[src/rtl/memory_arbiter_pkg.sv]
// Shared encodings for the two-port memory arbiter.
// Latency: n/a (types, constants and a pure helper function only).
// Backpressure: n/a.
package memory_arbiter_pkg;

  // Access size encodings on both the requester and memory sides.
  localparam logic [1:0] size_byte    = 2'd0;
  localparam logic [1:0] size_half    = 2'd1;
  localparam logic [1:0] size_word    = 2'd2;
  localparam logic [1:0] size_illegal = 2'd3;

  // Operation encodings.
  localparam logic op_read  = 1'b0;
  localparam logic op_write = 1'b1;

  // Arbiter FSM states.
  typedef enum logic [1:0] {
    st_idle    = 2'd0,
    st_issue   = 2'd1,
    st_release = 2'd2,
    st_respond = 2'd3
  } state_e;

  // Keep only the bytes covered by the access size; the rest read as zero.
  function automatic logic [31:0] size_mask(input logic [31:0] data, input logic [1:0] size);
    logic [31:0] masked;
    case (size)
      size_byte: masked = {24'd0, data[7:0]};
      size_half: masked = {16'd0, data[15:0]};
      size_word: masked = data;
      default:   masked = 32'd0;
    endcase
    return masked;
  endfunction

endpackage

[src/rtl/memory_arbiter_select.sv]
// Winner choice between two pending requests (round-robin or fixed priority).
// Latency: purely combinational.
// Backpressure: none; the caller decides when the result is used.
//   req_i        : pending request per requester (bit N = requester N)
//   last_grant_i : requester granted most recently
//   any_o        : at least one request pending
//   winner_o     : index of the requester to grant
module memory_arbiter_select #(
  parameter int unsigned fixed_priority = 0
) (
  input  logic [1:0] req_i,
  input  logic       last_grant_i,
  output logic       any_o,
  output logic       winner_o
);

  always_comb begin
    any_o    = |req_i;
    winner_o = 1'b0;
    case (req_i)
      2'b10:   winner_o = 1'b1;
      // On a tie, round-robin hands the port to whoever did not have it last.
      2'b11:   winner_o = (fixed_priority != 0) ? 1'b0 : ~last_grant_i;
      default: winner_o = 1'b0;
    endcase
  end

endmodule

[src/rtl/memory_arbiter.sv]
// Shares one four-phase memory port between two four-phase requesters.
// Latency: requester ready rises 3 edges after enable is sampled (2 for an illegal size).
// Backpressure: waits indefinitely on memory_ready and on the requester dropping enable.
//   requesterN_* : address/data/size/operation/enable in, ready/data_in out (N = 0, 1)
//   memory_*     : latched address/data/size/operation and enable out, ready/data_in in
module memory_arbiter #(
  parameter int unsigned fixed_priority = 0
) (
  input  logic        clock,
  input  logic        reset_n,
  input  logic [31:0] requester0_address,
  input  logic [31:0] requester0_data_out,
  input  logic [1:0]  requester0_data_size,
  input  logic        requester0_operation,
  input  logic        requester0_enable,
  output logic        requester0_ready,
  output logic [31:0] requester0_data_in,
  input  logic [31:0] requester1_address,
  input  logic [31:0] requester1_data_out,
  input  logic [1:0]  requester1_data_size,
  input  logic        requester1_operation,
  input  logic        requester1_enable,
  output logic        requester1_ready,
  output logic [31:0] requester1_data_in,
  output logic [31:0] memory_address,
  output logic [31:0] memory_data_out,
  output logic [1:0]  memory_data_size,
  output logic        memory_operation,
  output logic        memory_enable,
  input  logic        memory_ready,
  input  logic [31:0] memory_data_in
);
  import memory_arbiter_pkg::*;

  state_e      state_q;
  logic        grant_q;
  logic        last_grant_q;
  // Set by reset: memory_ready may still be high from an abandoned access,
  // so no grant is made until it has been seen low in IDLE.
  logic        stale_q;
  logic [31:0] mem_addr_q;
  logic [31:0] mem_wdata_q;
  logic [1:0]  mem_size_q;
  logic        mem_op_q;
  logic        mem_en_q;
  logic [31:0] rdata_q;
  logic [1:0]  ready_q;
  logic [31:0] data0_q;
  logic [31:0] data1_q;

  logic [1:0]  req_vld;
  logic        any_req;
  logic        winner_d;
  logic [31:0] win_addr;
  logic [31:0] win_wdata;
  logic [1:0]  win_size;
  logic        win_op;
  logic        gnt_enable;

  assign req_vld = {requester1_enable & ~ready_q[1], requester0_enable & ~ready_q[0]};

  memory_arbiter_select #(
    .fixed_priority (fixed_priority)
  ) u_select (
    .req_i        (req_vld),
    .last_grant_i (last_grant_q),
    .any_o        (any_req),
    .winner_o     (winner_d)
  );

  always_comb begin
    win_addr  = requester0_address;
    win_wdata = requester0_data_out;
    win_size  = requester0_data_size;
    win_op    = requester0_operation;
    if (winner_d) begin
      win_addr  = requester1_address;
      win_wdata = requester1_data_out;
      win_size  = requester1_data_size;
      win_op    = requester1_operation;
    end
  end

  assign gnt_enable = grant_q ? requester1_enable : requester0_enable;

  always_ff @(posedge clock or negedge reset_n) begin
    if (!reset_n) begin
      state_q      <= st_idle;
      grant_q      <= 1'b0;
      last_grant_q <= 1'b1;
      stale_q      <= 1'b1;
      mem_addr_q   <= '0;
      mem_wdata_q  <= '0;
      mem_size_q   <= '0;
      mem_op_q     <= 1'b0;
      mem_en_q     <= 1'b0;
      rdata_q      <= '0;
      ready_q      <= '0;
      data0_q      <= '0;
      data1_q      <= '0;
    end else begin
      case (state_q)
        st_idle: begin
          if (!memory_ready) begin
            stale_q <= 1'b0;
          end
          if (any_req && (!stale_q || !memory_ready)) begin
            grant_q     <= winner_d;
            mem_addr_q  <= win_addr;
            mem_wdata_q <= win_wdata;
            mem_size_q  <= win_size;
            mem_op_q    <= win_op;
            rdata_q     <= '0;
            if (win_size == size_illegal) begin
              // No downstream access; answer with zero data.
              state_q <= st_respond;
            end else begin
              mem_en_q <= 1'b1;
              state_q  <= st_issue;
            end
          end
        end

        st_issue: begin
          if (memory_ready) begin
            if (mem_op_q == op_read) begin
              rdata_q <= size_mask(memory_data_in, mem_size_q);
            end
            mem_en_q <= 1'b0;
            state_q  <= st_release;
          end
        end

        st_release: begin
          if (!memory_ready) begin
            ready_q[grant_q] <= 1'b1;
            if (grant_q) data1_q <= rdata_q;
            else         data0_q <= rdata_q;
            state_q <= st_respond;
          end
        end

        st_respond: begin
          if (!ready_q[grant_q]) begin
            // Only reached on the illegal-size path, one cycle after the grant.
            ready_q[grant_q] <= 1'b1;
            if (grant_q) data1_q <= rdata_q;
            else         data0_q <= rdata_q;
          end else if (!gnt_enable) begin
            ready_q      <= '0;
            data0_q      <= '0;
            data1_q      <= '0;
            last_grant_q <= grant_q;
            state_q      <= st_idle;
          end
        end

        default: state_q <= st_idle;
      endcase
    end
  end

  assign requester0_ready   = ready_q[0];
  assign requester1_ready   = ready_q[1];
  assign requester0_data_in = data0_q;
  assign requester1_data_in = data1_q;
  assign memory_address     = mem_addr_q;
  assign memory_data_out    = mem_wdata_q;
  assign memory_data_size   = mem_size_q;
  assign memory_operation   = mem_op_q;
  assign memory_enable      = mem_en_q;

endmodule

[config.mk]
export PLATFORM = sky130hd
export DESIGN_NAME = memory_arbiter
export DESIGN_NICKNAME = d
export VERILOG_FILES = /design/src/rtl/memory_arbiter_pkg.sv /design/src/rtl/memory_arbiter_select.sv /design/src/rtl/memory_arbiter.sv
export SDC_FILE = /design/constraint.sdc
export NUM_CORES = 1
export LEC_CHECK = 0
export CAP_MARGIN = 25
export CORE_MARGIN = 5
export CORE_UTILIZATION = 39
export DETAILED_ROUTE_END_ITERATION = 10
export PLACE_DENSITY_LB_ADDON = 0.12
export SLEW_MARGIN = 30
export SYNTH_ARGS = -nofsm -noshare
export SYNTH_HDL_FRONTEND = slang
export SYNTH_HIERARCHICAL = 1
export SYNTH_SLANG_ARGS = --single-unit
[constraint.sdc]
create_clock -name clock -period 1.9 [get_ports clock]
set_clock_uncertainty 0.2 [all_clocks]
set_input_delay 0.475 -clock clock [delete_from_list [all_inputs] [get_ports clock]]
set_output_delay 0.475 -clock clock [all_outputs]
set_load 0.03 [all_outputs]
Word level (Yosys, flattened, before mapping)
Index checks and enable logic that the tools add are counted.

RAM bits: 0. Memories: 0. Word-level logic and storage cells: 94. Output and inout bits: 134. ROM bits: 0. Register bits after elaboration: 171. Latch bits: 0. Input bits: 171.

Eq/ne operators: 16. Magnitude comparators: 2. Multiply operators: 0. Bitwise gates (word level): 8. Shift-type cells: 0. Add/sub/neg operators: 0. Div/mod/pow operators: 0. Mux-type cells: 38. Reductions and logical operators: 17.

Operators by type and width (number): 32-bit 2-to-1 mux (12); 32-bit case mux with 2 select lines (3); 32-bit case mux with 3 select lines (1); 2-bit 2-to-1 mux (9); 2-bit inequality test (second input constant) (7); 2-bit equality test (second input constant) (6); 1-bit 2-to-1 mux (8); 2-bit case mux with 4 select lines (1); 4-bit AND reduction (2); 3-bit AND reduction (2); 1-bit NOT (5); 5-bit AND reduction (1); 2-bit by 1-bit equality test with 1-bit output (second input constant) (2); 2-bit logical NOT (2); 1-bit case mux with 2 select lines (2); 2-bit case mux with 2 select lines (1); 2-bit AND reduction (2); 2-bit nonzero test (2); 3-bit inequality test (second input constant) (1); 1-bit bitwise AND (2); 1-bit logical AND (2); 1-bit logical NOT (2); 1-bit by 2-bit less-than comparator with 1-bit output (second input constant) (1); 2-bit OR (1); other kinds (4) (4).

Depth between registers and ports, before layout
Word-level depth: 9. Gate-level depth with buffers: 8. Mapped depth without buffers: 7.

Hierarchy
Netlist, hierarchy kept.

Modules (own cells, without submodules): memory_arbiter (times used 1, seq. area each 4281.6 um2, cells an instance 640, area each 7412.1 um2); memory_arbiter_select (times used 1, seq. area each 0.0 um2, cells an instance 2, area each 13.8 um2).

Least setup slack after synthesis
Ideal clock, no wire load.

Kind: reg-to-reg. Start point: register ready_q[1]. End point: register mem_en_q, in the netlist memory_enable. Cell stages (with the launch flop): 8. Slack: -0.177 ns. Library setup time: 0.121 ns. Buffers on the path: 1. Data arrival time: 1.756 ns. Data required time: 1.579 ns. Cell sequence: dfrtp_1 -> nor2_1 -> a21boi_1 -> buf_2 -> nor2b_1 -> a32oi_1 -> mux2_2 -> a22o_1.

Word-level cells in the longest chain between the ends: 8. Elaborated cells on any way between the ends: 12. Those cells by class: eq/ne (5); mux (2); bitwise (2); reduce/logical (3).

RTL lines: start: declaration (RTL line memory_arbiter.sv:47) `logic [1:0] ready_q;`; start signal: assignment (RTL line memory_arbiter.sv:98) `ready_q <= '0;`; start signal: indexed assignment (RTL line memory_arbiter.sv:136) `ready_q[grant_q] <= 1'b1;`; start signal: indexed assignment (RTL line memory_arbiter.sv:146) `ready_q[grant_q] <= 1'b1;`; 1-bit NOT * (RTL line memory_arbiter.sv:60) `assign req_vld = {requester1_enable & ~ready_q[1], requester0_enable & ~ready_q[0]};`; 1-bit bitwise AND * (RTL line memory_arbiter.sv:60); via req_vld[1] (RTL line memory_arbiter.sv:51) `logic [1:0] req_vld;`; 2-bit equality test (RTL line memory_arbiter_select.sv:20) `case (req_i)`; 1-bit case mux with 2 select lines * (RTL line memory_arbiter_select.sv:20); via winner_d (RTL line memory_arbiter.sv:53) `logic winner_d;`; 2-bit 2-to-1 mux * (RTL line memory_arbiter.sv:76) `if (winner_d) begin`; 2-bit equality test * (RTL line memory_arbiter.sv:114) `if (win_size == size_illegal) begin`; 2-bit inequality test (no source line) *; 4-bit AND reduction (no source line) *; end signal: assignment (RTL line memory_arbiter.sv:96) `mem_en_q <= 1'b0;`; end signal: assignment (RTL line memory_arbiter.sv:118) `mem_en_q <= 1'b1;`; end signal: assignment (RTL line memory_arbiter.sv:129) `mem_en_q <= 1'b0;`; end: declaration (RTL line memory_arbiter.sv:45) `logic mem_en_q;`.

The timed path passes the listed nets; every way through them passes the cells marked *. A chain may end at the register's enable or synchronous reset.

Worst setup path after layout
Start point: register ready_q[0]. End point: register state_q[1].

Elaborated cells on any way between the ends: 17. Those cells by class: eq/ne (5); mux (7); bitwise (2); reduce/logical (3).

RTL lines: 1-bit NOT (RTL line memory_arbiter.sv:60); 1-bit bitwise AND (RTL line memory_arbiter.sv:60); via req_vld[0] (RTL line memory_arbiter.sv:51); 2-bit OR reduction (RTL line memory_arbiter_select.sv:18) `any_o = |req_i;`; via any_req (RTL line memory_arbiter.sv:52) `logic any_req;`; 1-bit logical AND (RTL line memory_arbiter.sv:107) `if (any_req && (!stale_q || !memory_ready)) begin`; 2-bit inequality test (no source line); 5-bit AND reduction (no source line); end signal: assignment (RTL line memory_arbiter.sv:116) `state_q <= st_respond;`; end signal: assignment (RTL line memory_arbiter.sv:119) `state_q <= st_issue;`; end signal: assignment (RTL line memory_arbiter.sv:130) `state_q <= st_release;`; end: declaration (RTL line memory_arbiter.sv:35) `state_e state_q;`.

The timed path passes the listed nets, and every way through them passes these cells. The select of a mux whose other input is x is not followed.

==> impl_metrics.json <==
{
  "grt_start_max_net_pins": 53,
  "min_to": "memory_data_out[18]",
  "async_flop_share": 1.00,
  "viasPerCell": 5.08,
  "grt_pass1_vias": 6787,
  "syn_nets": 819,
  "hp-start": "memory_data_out[18]",
  "netlist_instances": 642,
  "fp.dieW_um": 148,
  "p_leak_nw": 5.59,
  "cts_num_sinks": 171,
  "via_count": 6249,
  "port_buffers": 304,
  "hold_class": "flip-flop to flip-flop",
  "power_w": 0.0202,
  "numCtsBuffers": 17,
  "row_count": 50,
  "drc": 0,
  "relSlewSlack": 0.756,
  "synthTopCellsByCount": "dfrtp_1 (169), nand2_1 (106), mux2i_1 (98)",
  "synth_top_area_share": 0.570,
  "worstSetupEndpointType": "flip-flop",
  "vdd_drop_max_v": 0.000715,
  "grt_overflow": 0,
  "tightest_slew_ns": 0.366,
  "worst_slack_ns": -0.139,
  "tritoncts": "done",
  "yosysSeqAreaShare": 0.577,
  "clock_path_buffers": 2,
  "io_pins": 305,
  "worstPathArrival_ns": 2.14,
  "violations": "setup timing",
  "gp_congestion": 0.827,
  "nNetsFinal": 1158,
  "place_worst_setup_slack_ns": -0.673,
  "antenna_found_initial": 2,
  "drt_wl_total_mm": 24.2,
  "wl_per_cell_um": 19.7,
  "synth_seq_cells": 171,
  "grt_pass1_wl_mm": 37.1,
  "finalCritPeriodShare": 1.07,
  "cts_max_level": 4,
  "die_y_um": 148,
  "setup_violations": 28,
  "syn-mean-instance-area_um2": 11.6,
  "post-synth-top-area-cell": "dfrtp_1",
  "ant_nets": 0,
  "final_hold_viol_count": 0,
  "p_per_area_mw_per_mm2": 1700,
  "grt_util_all_layers": 0.216,
  "maxCapViolCount": 0,
  "clockRootBuffer": "clkbuf_16",
  "dieArea_mm2": 0.0219,
  "max_freq_mhz": 490,
  "worstHoldPathCells": 2,
  "post-dp-hpwl_mm": 17.1,
  "slew_violations": 0,
  "ys_warn_count": 6,
  "synth_cell_types": 42,
  "detailedRoute.firstPassIterationCount": 5,
  "path_max_fanout": 2,
  "crit_type": "flip-flop to flip-flop",
  "r2r_slack_ns": -0.14,
  "min_period_ns": 2.04,
  "synth_edf_count": 0,
  "crit_required_ns": 2.00,
  "synth_ff_type": "dfrtp_1",
  "core_mm2": 0.0187,
  "r2r_start": "ready_q[0]",
  "syn_area_mm2": 0.00743,
  "reg2regPathDepth": 7,
  "outcome": "finished, violations left",
  "start_kind": "flip-flop",
  "clk_latency_ns": 0.42,
  "start_util": 0.397,
  "r2r-end": "state_q[1]",
  "syn2layout_area_growth_pct": 59.6,
  "layout-drive-gt1-share": 0.174,
  "rsz0062_at_grt": "yes",
  "clk_pin_slew_ns": 0.08,
  "synthTopCellsByArea": "dfrtp_1 (57%), mux2i_1 (13%), a22o_1 (7.7%), nand2_1 (5.4%), o21ai_0 (4.5%)",
  "yosysMostFrequentCell": "dfrtp_1",
  "drt_iter0_drc": 271
}
## sequential cells by signal, indices dropped and copies added (netlist names)
signal,count
memory_operation,1
requester0_data_in,32
state_q,2
memory_data_size,2
rdata_q,32
grant_q,1
requester1_data_in,32
memory_address,32
memory_enable,1
stale_q,1
ready_q,2
last_grant_q,1
memory_data_out,32
## per-layer routing
layer / track usage / routed length, um
met5: 0 / 0
met4: 0.0785 / 491
met3: 0.0757 / 2110
met2: 0.356 / 12300
met1: 0.263 / 9290
## cells by family (layout without fill, tap and decap cells)
group / count (synthesis) / after routing / synth area share
compound gates: 152 / 152 / 0.146
xor+xnor: 1 / 1 / 0.00118
fa+ha+maj: 6 / 6 / 0.0101
buf+inv: 80 / 432 / 0.0546
flops: 171 / 171 / 0.577
mux: 103 / 103 / 0.140
other cells: 0 / 2 / 0
simple gates: 129 / 129 / 0.0718
## power by group
part	leakage [nW]	internal, W	switching, W
clock	0.279	0.00175	0.00161
combinational	3.06	0.00464	0.00618
sequential	2.26	0.00504	0.000938
total	5.59	0.0114	0.00873
## final cells by class
class | count | area, um^2
inverter | 37 | 139
clock inverter | 15 | 153
fill | 1462 | 6850
timing repair buffer | 363 | 3660
sequential | 171 | 4280
antenna | 2 | 5.00
tap | 234 | 293
multi-input combinational | 391 | 2890
clock buffer | 17 | 425
## cells in the final DEF, fill, tap and decap left out, types with 3 or more instances in the layout
cell             Yosys  layout
dfrtp_1            169     167
clkdlybuf4s50_1      0     167
nand2_1            106     104
mux2i_1             98      96
clkdlybuf4s15_1      0      70
o21ai_0             67      67
a22o_1              65      65
clkbuf_2             0      36
inv_1               37      35
buf_4                2      31
clkbuf_16            0      22
dlygate4sd2_1        0      22
buf_12               0      14
buf_6               10       9
nor2_1               8       7
inv_8                0       5
buf_16               0       5
nor2b_2              0       3
mux2_4               1       3
a21oi_1              4       3
clkinv_4             0       3
## worst max-delay path: stages, from the launching register on
cell and delay [ns]:
dfrtp_2 0.42, nor2b_2 0.13, or2_1 0.14, a21bo_4 0.24, a22oi_4 0.18, buf_6 0.13
nand4_1 0.13, mux2_4 0.34
## worst max-delay path by stage
stage | startpoint | to | cells after the start
6_report | ready_q[0] | state_q[1] | 7
5_1_grt | ready_q[0] | state_q[1] | 7
4_1_cts | ready_q[0] | state_q[1] | 7
3_5_place_dp | requester1_enable | memory_enable | 8
3_3_place_gp | requester1_enable | memory_enable | 8
2_1_floorplan | ready_q[1] | memory_enable | 7
## timing repair
item / CTS / global route
buffers inserted: 9 / 3
pin swaps: 6 / 7
hold endpoints to repair: 30 / 0
hold buffers: 1 / 0
setup endpoints to repair: 291 / 255
cloned: 4 / 5
resized for setup: 192 / 139
## through the flow
step	instance area, um^2	util	setup TNS [ns]	hold WS [ns]	instances
6_report	11900	0.634	-2.18	0.282	1230
3_5_place_dp	11000	0.588	-80.56	0.201	1175
2_1_floorplan	7440	-	-0.305	-0.0206	642
4_1_cts	11700	0.626	-1.53	0.286	1220
5_1_grt	11900	0.634	-4.07	0.306	1230
3_3_place_gp	11000	0.588	-74.72	0.194	1175
Power figures use the tool's default switching activity.
